==> src/rtl/shift_register_sipo_rx.sv <==
// Purpose     : serial-in/parallel-out receiver, assembles WIDTH-bit words from a bit stream.
// Latency     : word visible on par_out/out_valid the cycle after its last bit_valid.
// Backpressure: single-entry holding register; a word completing while it is full and not
//               being drained is dropped, and the sticky overflow flag is set.
//
// Ports:
//   clk, reset   rising-edge clock, synchronous active-high reset
//   serial_in    serial data bit, only looked at when bit_valid=1
//   bit_valid    serial_in carries a bit this cycle
//   frame_start  abandon the partial word; a same-cycle bit starts the new word
//   par_out      held word (stable while out_valid=1)
//   out_valid    par_out holds an unconsumed word
//   out_ready    downstream takes par_out when out_valid & out_ready
//   bit_count    bits collected in the current partial word (0..WIDTH-1)
//   overflow     sticky: a completed word was dropped due to backpressure
module shift_register_sipo_rx #(
  parameter int WIDTH     = 8,
  parameter bit MSB_FIRST = 1'b1
) (
  input  logic                       clk,
  input  logic                       reset,
  input  logic                       serial_in,
  input  logic                       bit_valid,
  input  logic                       frame_start,
  output logic [WIDTH-1:0]           par_out,
  output logic                       out_valid,
  input  logic                       out_ready,
  output logic [$clog2(WIDTH+1)-1:0] bit_count,
  output logic                       overflow
);

  localparam int            CW   = $clog2(WIDTH+1);
  localparam logic [CW-1:0] LAST = CW'(WIDTH-1);

  logic [WIDTH-1:0] sr_q;
  logic [WIDTH-1:0] sr_d;
  logic [WIDTH-1:0] sr_base;
  logic [WIDTH-1:0] shifted;
  logic [CW-1:0]    cnt_base;
  logic [CW-1:0]    cnt_d;
  logic             complete;
  logic [WIDTH-1:0] par_d;
  logic             vld_d;
  logic             ovf_d;

  // IDLE is simply bit_count==0 and SHIFT is 1..WIDTH-1, so the count itself is the state.
  always_comb begin
    // frame_start wipes the partial word before this cycle's bit is shifted in.
    sr_base  = frame_start ? '0 : sr_q;
    cnt_base = frame_start ? '0 : bit_count;

    if (MSB_FIRST) shifted = {sr_base[WIDTH-2:0], serial_in};
    else           shifted = {serial_in, sr_base[WIDTH-1:1]};

    complete = bit_valid && (cnt_base == LAST);

    sr_d  = sr_base;
    cnt_d = cnt_base;
    if (bit_valid) begin
      if (complete) begin
        sr_d  = '0;
        cnt_d = '0;
      end else begin
        sr_d  = shifted;
        cnt_d = cnt_base + CW'(1);
      end
    end

    par_d = par_out;
    vld_d = out_valid;
    ovf_d = overflow;
    if (complete) begin
      // An empty register, or one drained this same cycle, accepts the new word
      // without a bubble; otherwise the new word is lost.
      if (!out_valid || out_ready) begin
        par_d = shifted;
        vld_d = 1'b1;
      end else begin
        ovf_d = 1'b1;
      end
    end else if (out_valid && out_ready) begin
      vld_d = 1'b0;
    end
  end

  always_ff @(posedge clk) begin
    if (reset) begin
      sr_q      <= '0;
      bit_count <= '0;
      par_out   <= '0;
      out_valid <= 1'b0;
      overflow  <= 1'b0;
    end else begin
      sr_q      <= sr_d;
      bit_count <= cnt_d;
      par_out   <= par_d;
      out_valid <= vld_d;
      overflow  <= ovf_d;
    end
  end

endmodule

==> config.mk <==
export PLATFORM = sky130hd
export DESIGN_NAME = shift_register_sipo_rx
export DESIGN_NICKNAME = d
export VERILOG_FILES = /design/src/rtl/shift_register_sipo_rx.sv
export SDC_FILE = /design/constraint.sdc
export NUM_CORES = 1
export LEC_CHECK = 0
export BUFFER_PORTS_ARGS = -buffer_cell sky130_fd_sc_hd__buf_2
export CAP_MARGIN = 20
export CORE_ASPECT_RATIO = 0.75
export CORE_MARGIN = 1.5
export CORE_UTILIZATION = 45
export DETAILED_ROUTE_END_ITERATION = 6
export MAX_ROUTING_LAYER = met4
export PLACE_DENSITY_LB_ADDON = 0.12
export RECOVER_POWER = 25
export SYNTH_ARGS = -nofsm -noshare
export SYNTH_HDL_FRONTEND = slang
export SYNTH_SLANG_ARGS = --single-unit
export TNS_END_PERCENT = 30
==> constraint.sdc <==
create_clock -name clk -period 2.35 [get_ports clk]
set_clock_uncertainty 0.2 [all_clocks]
set_input_delay 0.235 -clock clk [delete_from_list [all_inputs] [get_ports clk]]
set_output_delay 0.235 -clock clk [all_outputs]
set_load 0.02 [all_outputs]
==> results of run 1 <==
cell families after synthesis:
family / after synthesis / synth area share
AO/OA/AOI/OAI: 28 / 0.2551
XOR/XNOR: 2 / 0.01777
adder cells (fa/ha/maj): 1 / 0.01269
buffers and inverters: 10 / 0.06218
flip-flops: 21 / 0.4264
AND/OR/NAND/NOR: 34 / 0.2259
flip-flops by register name (all words and copies together) (netlist names):
| name | flops |
|---|---|
| par_out | 8 |
| sr_q | 7 |
| bit_count | 4 |
| out_valid | 1 |
| overflow | 1 |
worst max path at each step:
stage	endpoint	slack [ns]	cells after the start
after global routing	par_out[3]	0.09	5
final	par_out[2]	0.27	5
after detailed placement	par_out[2]	0.21	6
after CTS	par_out[2]	0.26	5
after floorplan	par_out[7]	0.31	6
after global placement	par_out[5]	0.27	6
synth_stat cells:
| cell | count |
|---|---|
| dfxtp_1 | 21 |
| nand2b_1 | 9 |
| a41o_1 | 8 |
| nor3b_1 | 7 |
| o311ai_1 | 6 |
| o41ai_1 | 6 |
| buf_2 | 4 |
| nor2_1 | 4 |
| a21oi_1 | 3 |
| and2b_1 | 2 |
| buf_6 | 2 |
| clkbuf_1 | 2 |
| nand2_1 | 2 |
| xnor2_1 | 2 |
| a31oi_1 | 1 |
| and2_1 | 1 |
| buf_4 | 1 |
| ha_1 | 1 |
| inv_1 | 1 |
| nand2_2 | 1 |
| nand2_4 | 1 |
| nand4_1 | 1 |
| nor2b_1 | 1 |
| nor3_1 | 1 |
| nor3b_2 | 1 |
| o21ai_1 | 1 |
| o311ai_2 | 1 |
| o31ai_1 | 1 |
| o41ai_2 | 1 |
| or2_1 | 1 |
| or3b_1 | 1 |
| or4_1 | 1 |
power breakdown:
| group | internal (W) | switching (W) | total (W) |
|---|---|---|---|
| Clock | 0.0000661 | 0.000103 | 0.000169 |
| Combinational | 0.0000114 | 0.0000251 | 0.0000365 |
| Sequential | 0.000359 | 0.00000202 | 0.000361 |
cell type report:
type / instances / area share
Sequential cell: 21 / 0.3925
Clock buffer: 4 / 0.02453
Multi-Input combinational cell: 65 / 0.4708
Inverter: 1 / 0.003505
Tap cell: 24 / 0.02804
Timing Repair Buffer: 19 / 0.08061
per-layer routing:
metal,up-vias,part of all wire,routed length [µm]
li1,405,-,-
met1,374,0.53,1082
met2,25,0.40,826
met3,2,0.060,123
met4,0,0.0064,13
met5,-,0,0
per-stage QoR:
stage	hold slack (ns)	instance area (µm²)
after detailed placement	0.2589	1054
after floorplan	0.1852	985.9
after global routing	0.006677	1071
after CTS	0.001132	1080
final	0.01580	1071
after global placement	0.2615	1054
cells in the final DEF, fill, tap and decap left out, drive strengths merged, types with 2 or more instances in the layout:
cell    netlist  final
a41o          8      8
a21oi         3      3
nand2b        9      9
clkbuf        2     11
nor3b         8      8
nand2         4      4
o41ai         7      7
xnor2         2      2
buf           7     12
nor2          4      4
o311ai        7      7
and2b         2      2
dfxtp        21     21
==> flow_summary.json, run 1 <==
{
  "die_w_um": 57.05,
  "drcViolationCount": 0,
  "cts_resized": 0,
  "syn_nets": 103,
  "dp_slack_ns": 0.2101,
  "power_w": 0.0005661,
  "grt_pass1_vias": 682,
  "yosysWarnings": 0,
  "syn_inst": 96,
  "wire_per_inst_um": 15.26,
  "drt-initial-drc-count": 15,
  "crit_start": "bit_count[0]",
  "top_usage_layer": "met1",
  "setup-violations-final": 0,
  "status": "finished clean",
  "rrSetupSlack_ns": 0.27,
  "seq_area_frac_synth": 0.4264,
  "drive_gt1_frac": 0.1818,
  "crit_path_top_delay_cell": "or3b_1",
  "syn-mean-instance-area_um2": 10.27,
  "die_y_um": 43.54,
  "io_buffers": 19,
  "rsz0062_at_grt": "no",
  "yosysTopAreaCell": "dfxtp_1",
  "setup_ws_ns": 0.2651,
  "synth_area_leaders": "dfxtp_1 (43%), a41o_1 (8.1%), nand2b_1 (5.7%)",
  "worst_pin_slew_ns": 0.5577,
  "numCtsBuffers": 3,
  "path_clk_slew_ns": 0.11,
  "crit_path_max_incr_delay_ns": 0.51,
  "p_per_area_nw_per_um2": 528.6,
  "area_growth_pct": 8.630,
  "vias": 806,
  "path_max_fanout": 8,
  "syn_area_um2": 985.9,
  "critPathArrivalTime_ns": 2.07,
  "final_antenna_net_count": 0,
  "tns_ns": 0,
  "seq_area_um2": 420.4,
  "max-cap-violations": 0,
  "holdBufCountCts": 0,
  "post-route-period-util": 0.8872,
  "clk_latency_ns": 0.30,
  "min_path_type": "in -> reg",
  "finish.utilization": 0.5271,
  "gp_congestion": 0.7140,
  "cts_tree": "built",
  "h-tree-depth": 1,
  "cp-end-kind": "register",
  "crit_buf_inv": 0,
  "dp_hpwl_um": 1429,
  "cpLargestDelayFamily": "simple AND/OR/NAND/NOR gates",
  "finalHoldViolations": 0,
  "finalCriticalPeriod_ns": 2.085,
  "postCtsSetupRepairBufs": 0,
  "cts_root_buf": "clkbuf_4",
  "worst_setup_path_start_kind": "register",
  "grtUsageTotal": 0.1806,
  "fmax_ghz": 0.4796,
  "cts.sinks": 21,
  "reg2reg_from": "bit_count[0]",
  "synth_top_area_share": 0.4264,
  "critical_path_class": "reg -> reg",
  "diodes": 0,
  "nFillCells": 201,
  "r2r_end": "par_out[2]",
  "wl_um": 2045,
  "die-area_um2": 2484,
  "whs_endpoint": "sr_q[0]",
  "min-delay-start": "serial_in",
  "slew_viol_final": 0,
  "grt_util_met2": 0.2368,
  "instances_no_fill": 134,
  "grt_pass1_wl_um": 3284,
  "ys_ff_latch": 21,
  "vdd_drop_max_mv": 0.4480,
  "cts_buffer_depth": 2,
  "cp_data_required_time_ns": 2.33,
  "grtUsageMet3": 0.06866,
  "grt_max_degree": 21,
  "min_path_cells": 2,
  "grt_overflow_total": 0,
  "rr_worst_depth": 5,
  "multi_input_area_um2": 504.2,
  "rows": 14,
  "via_per_inst": 6.015,
  "dp_cells": 130,
  "fin_nets": 118,
  "yosysUniqueCellTypes": 32,
  "antenna_found_initial": 0,
  "start_util": 0.4852,
  "drtPass1Iterations": 4,
  "ioPinCount": 20,
  "slew_headroom": 0.6282,
  "p_leak_nw": 0.4461,
  "core_area_um2": 2032,
  "path_cells": "nor2b_1 -> ha_1 -> or3b_1 -> o311ai_1 -> o41ai_1",
  "grtUsageMet1": 0.2602
}
No activity file was read; power rests on OpenSTA's default activity.
==> inputs of run 2 (changes only) <==
RECOVER_POWER = not set   (was 25)
==> flow_summary.json, run 2 (same netlist as run 1, synthesis figures left out) <==
{
  "cts_resized": 0,
  "cp_data_required_time_ns": 2.33,
  "drive_gt1_frac": 0.2455,
  "cp-end-kind": "register",
  "setup-violations-final": 0,
  "drtPass1Iterations": 4,
  "worst_setup_path_start_kind": "register",
  "nFillCells": 197,
  "cts_buffer_depth": 2,
  "rsz0062_at_grt": "no",
  "max-cap-violations": 0,
  "wl_um": 2033,
  "dpl_cell_area_um2": 1054,
  "post-route-period-util": 0.9078,
  "numCtsBuffers": 3,
  "drt-initial-drc-count": 11,
  "die_y_um": 43.54,
  "largestRegisters": "par_out x8, sr_q x7, bit_count x4",
  "instances_no_fill": 134,
  "p_per_area_nw_per_um2": 523.7,
  "multi_input_area_um2": 504.2,
  "path_max_fanout": 16,
  "p_leak_nw": 0.4762,
  "core_area_um2": 2032,
  "via_per_inst": 5.896,
  "path_clk_slew_ns": 0.11,
  "h-tree-depth": 1,
  "ioPinCount": 20,
  "power_w": 0.0005655,
  "postCtsSetupRepairBufs": 0,
  "finalCriticalPeriod_ns": 2.133,
  "grt_pass1_vias": 682,
  "mostFrequentLayoutCells": "dfxtp_1 (21), buf_2 (19), nand2b_1 (9)",
  "cts_tree": "built",
  "diodes": 0,
  "grt_overflow_total": 0,
  "largest_reg_flops": 8,
  "dp_cells": 130,
  "slew_viol_final": 0,
  "clk_latency_ns": 0.30,
  "cts.sinks": 21,
  "die-area_um2": 2484,
  "critical_path_class": "reg -> reg",
  "fin_nets": 118,
  "gp_congestion": 0.7140,
  "antenna_found_initial": 0,
  "min_path_type": "in -> reg",
  "seq_area_um2": 420.4,
  "io_buffers": 19,
  "start_util": 0.4852,
  "area_growth_pct": 9.518,
  "die_w_um": 57.05,
  "worst_pin_slew_ns": 0.5475,
  "slew_headroom": 0.6350,
  "final_antenna_net_count": 0,
  "finalHoldViolations": 0,
  "vdd_drop_max_mv": 0.4474,
  "drcViolationCount": 0,
  "grtUsageTotal": 0.1806,
  "holdBufCountCts": 0,
  "hold_slack_ns": 0.01658,
  "status": "finished clean",
  "dp_hpwl_um": 1429,
  "critPathArrivalTime_ns": 2.12,
  "cts_root_buf": "clkbuf_4",
  "top_register": "par_out",
  "rows": 14,
  "final_area_um2": 1080,
  "grt_pass1_wl_um": 3284,
  "fmax_ghz": 0.4687,
  "final_common_cell": "dfxtp_1",
  "vias": 790,
  "wire_per_inst_um": 15.17,
  "tns_ns": 0,
  "grt_max_degree": 21
}
## run 2: changes by cell type in the layout (fill, tap and decap cells not counted)
cell	change
buf_2	+7
clkbuf_1	-7
## run 2: cell type report
| cell class | instances | share of cell area |
|---|---|---|
| Timing Repair Buffer | 19 | 0.08806 |
| Inverter | 1 | 0.003476 |
| Tap cell | 24 | 0.02781 |
| Clock buffer | 4 | 0.02433 |
| Sequential cell | 21 | 0.3893 |
| Multi-Input combinational cell | 65 | 0.4670 |
## run 2: power by group
part,internal (W),total (W),switching (W)
clock network,0.0000661,0.000168,0.000102
logic,0.0000118,0.0000368,0.0000250
registers,0.000359,0.000361,0.00000195
total,0.000437,0.000566,0.000129
## run 2: metal layers
metal,share of wire,wire length (µm),up-vias,global-route usage
met2,0.41,831,22,0.2368
met4,0.0064,13,0,0.04186
met5,0,0,-,-
met3,0.058,117,2,0.06866
met1,0.53,1071,364,0.2602
li1,-,-,402,-
## run 2: path summary, 6_finish.rpt
kind | start | end | slack, ns | cells past startpoint
min reg2reg | par_out[0] | par_out[0] | 0.28 | 2
max reg2reg | bit_count[0] | par_out[3] | 0.22 | 5
max | bit_count[0] | par_out[3] | 0.22 | 5
min | serial_in | sr_q[0] | 0.02 | 2
## run 2: worst max-delay path, stage by stage (launching register included)
cell	delay, ns
dfxtp_1	0.36
nor2b_1	0.22
ha_1	0.23
nor3b_2	0.29
nand2_2	0.27
o41ai_1	0.46
## run 2: through the flow
stage                     utilization  worst slack [ns]
final                          0.5314            0.2166
after global routing           0.5314           0.09436
after CTS                      0.5314            0.2602
after detailed placement       0.5185            0.2101
after global placement         0.5185            0.2747
after floorplan                     -            0.3123
==> inputs of run 3 (changes only) <==
CAP_MARGIN = not set   (was 20)
RECOVER_POWER = 100   (was not set)
==> flow_summary.json, run 3 (same netlist as run 1, synthesis figures left out) <==
{
  "holdBufCountCts": 0,
  "mostFrequentLayoutCells": "dfxtp_1 (21), clkbuf_1 (15), nand2b_1 (9)",
  "post-route-period-util": 0.9175,
  "grt_pass1_vias": 682,
  "die_y_um": 43.54,
  "power_w": 0.0005644,
  "setup-violations-final": 0,
  "ioPinCount": 20,
  "clk_latency_ns": 0.30,
  "drtPass1Iterations": 5,
  "area_growth_pct": 6.979,
  "rsz0062_at_grt": "no",
  "dp_hpwl_um": 1429,
  "p_per_area_nw_per_um2": 535.1,
  "core_area_um2": 2032,
  "largest_reg_flops": 8,
  "die-area_um2": 2484,
  "drt-initial-drc-count": 10,
  "cts_root_buf": "clkbuf_4",
  "path_clk_slew_ns": 0.11,
  "die_w_um": 57.05,
  "diodes": 0,
  "max-cap-violations": 0,
  "vdd_drop_max_mv": 0.4468,
  "grt_max_degree": 21,
  "r2r_end": "par_out[2]",
  "top_register": "par_out",
  "min_path_cells": 2,
  "slew_viol_final": 0,
  "status": "finished clean",
  "cp-end-kind": "register",
  "cts.sinks": 21,
  "largestRegisters": "par_out x8, sr_q x7, bit_count x4",
  "fin_nets": 118,
  "finalCriticalPeriod_ns": 2.156,
  "via_per_inst": 5.993,
  "min-delay-start": "serial_in",
  "antenna_found_initial": 0,
  "worst_setup_path_start_kind": "register",
  "path_max_fanout": 8,
  "critPathArrivalTime_ns": 2.14,
  "h-tree-depth": 1,
  "gp_congestion": 0.7140,
  "setup_ws_ns": 0.1940,
  "dp_cells": 130,
  "postCtsSetupRepairBufs": 0,
  "wl_um": 2051,
  "cts_tree": "built",
  "grt_pass1_wl_um": 3284,
  "cp_data_required_time_ns": 2.33,
  "fmax_ghz": 0.4638,
  "start_util": 0.4852,
  "min_path_type": "in -> reg",
  "grt_overflow_total": 0,
  "final_antenna_net_count": 0,
  "critical_path_class": "reg -> reg",
  "p_leak_nw": 0.4152,
  "vias": 803,
  "rrSetupSlack_ns": 0.19,
  "grtUsageTotal": 0.1806,
  "cts_buffer_depth": 2,
  "numCtsBuffers": 3,
  "cts_resized": 0,
  "tns_ns": 0,
  "drive_gt1_frac": 0.1091,
  "nFillCells": 204,
  "final_common_cell": "dfxtp_1",
  "finalHoldViolations": 0,
  "whs_endpoint": "sr_q[0]",
  "rr_worst_depth": 5,
  "slew_headroom": 0.6489,
  "reg2reg_from": "bit_count[0]",
  "dp_slack_ns": 0.2101,
  "wire_per_inst_um": 15.31,
  "worst_pin_slew_ns": 0.5267,
  "drcViolationCount": 0,
  "instances_no_fill": 134,
  "rows": 14,
  "io_buffers": 19
}
[run 3: cell count changes in the layout (fill, tap and decap cells not counted)]
| cell | delta |
|---|---|
| buf_2 | -14 |
| o311ai_0 | +1 |
| o311ai_2 | -1 |
| clkbuf_1 | +14 |
[run 3: critical path, stage by stage, from the launching register on]
cell and delay, ns:
dfxtp_1 0.36, nor2b_1 0.22, ha_1 0.23, or3b_1 0.50, o311ai_0 0.40, o41ai_1 0.13
[run 3: worst max-delay path by stage]
stage               slack, ns  cells after the start          from    endpoint
floorplan                0.31                      6  bit_count[0]  par_out[7]
global placement         0.27                      6   frame_start  par_out[5]
detailed placement       0.21                      6   frame_start  par_out[2]
CTS                      0.26                      5  bit_count[0]  par_out[2]
global route             0.06                      5  bit_count[0]  par_out[2]
finish                   0.19                      5  bit_count[0]  par_out[2]
[run 3: where the power goes]
group | switching [W] | internal [W]
logic | 0.0000249 | 0.0000113
clock network | 0.000101 | 0.0000661
registers | 0.00000203 | 0.000359
total | 0.000128 | 0.000436
[run 3: final cells by class]
| type | instances | area [µm²] | area share |
|---|---|---|---|
| Tap cell | 24 | 30.03 | 0.02847 |
| Clock buffer | 4 | 26.28 | 0.02491 |
| Inverter | 1 | 3.754 | 0.003559 |
| Sequential cell | 21 | 420.4 | 0.3986 |
| Timing Repair Buffer | 19 | 77.57 | 0.07355 |
| Multi-Input combinational cell | 65 | 496.7 | 0.4709 |
[run 3: stage by stage]
stage | instance area (µm²) | util | hold WS (ns)
CTS | 1080 | 0.5314 | 0.001132
global placement | 1054 | 0.5185 | 0.2615
floorplan | 985.9 | - | 0.1852
global route | 1055 | 0.5191 | 0.006677
finish | 1055 | 0.5191 | 0.01620
detailed placement | 1054 | 0.5185 | 0.2589
[run 3: layer usage]
layer / part of all wire / track usage
met1: 0.53 / 0.2602
met2: 0.40 / 0.2368
met3: 0.055 / 0.06866
met4: 0.0063 / 0.04186
met5: 0 / -
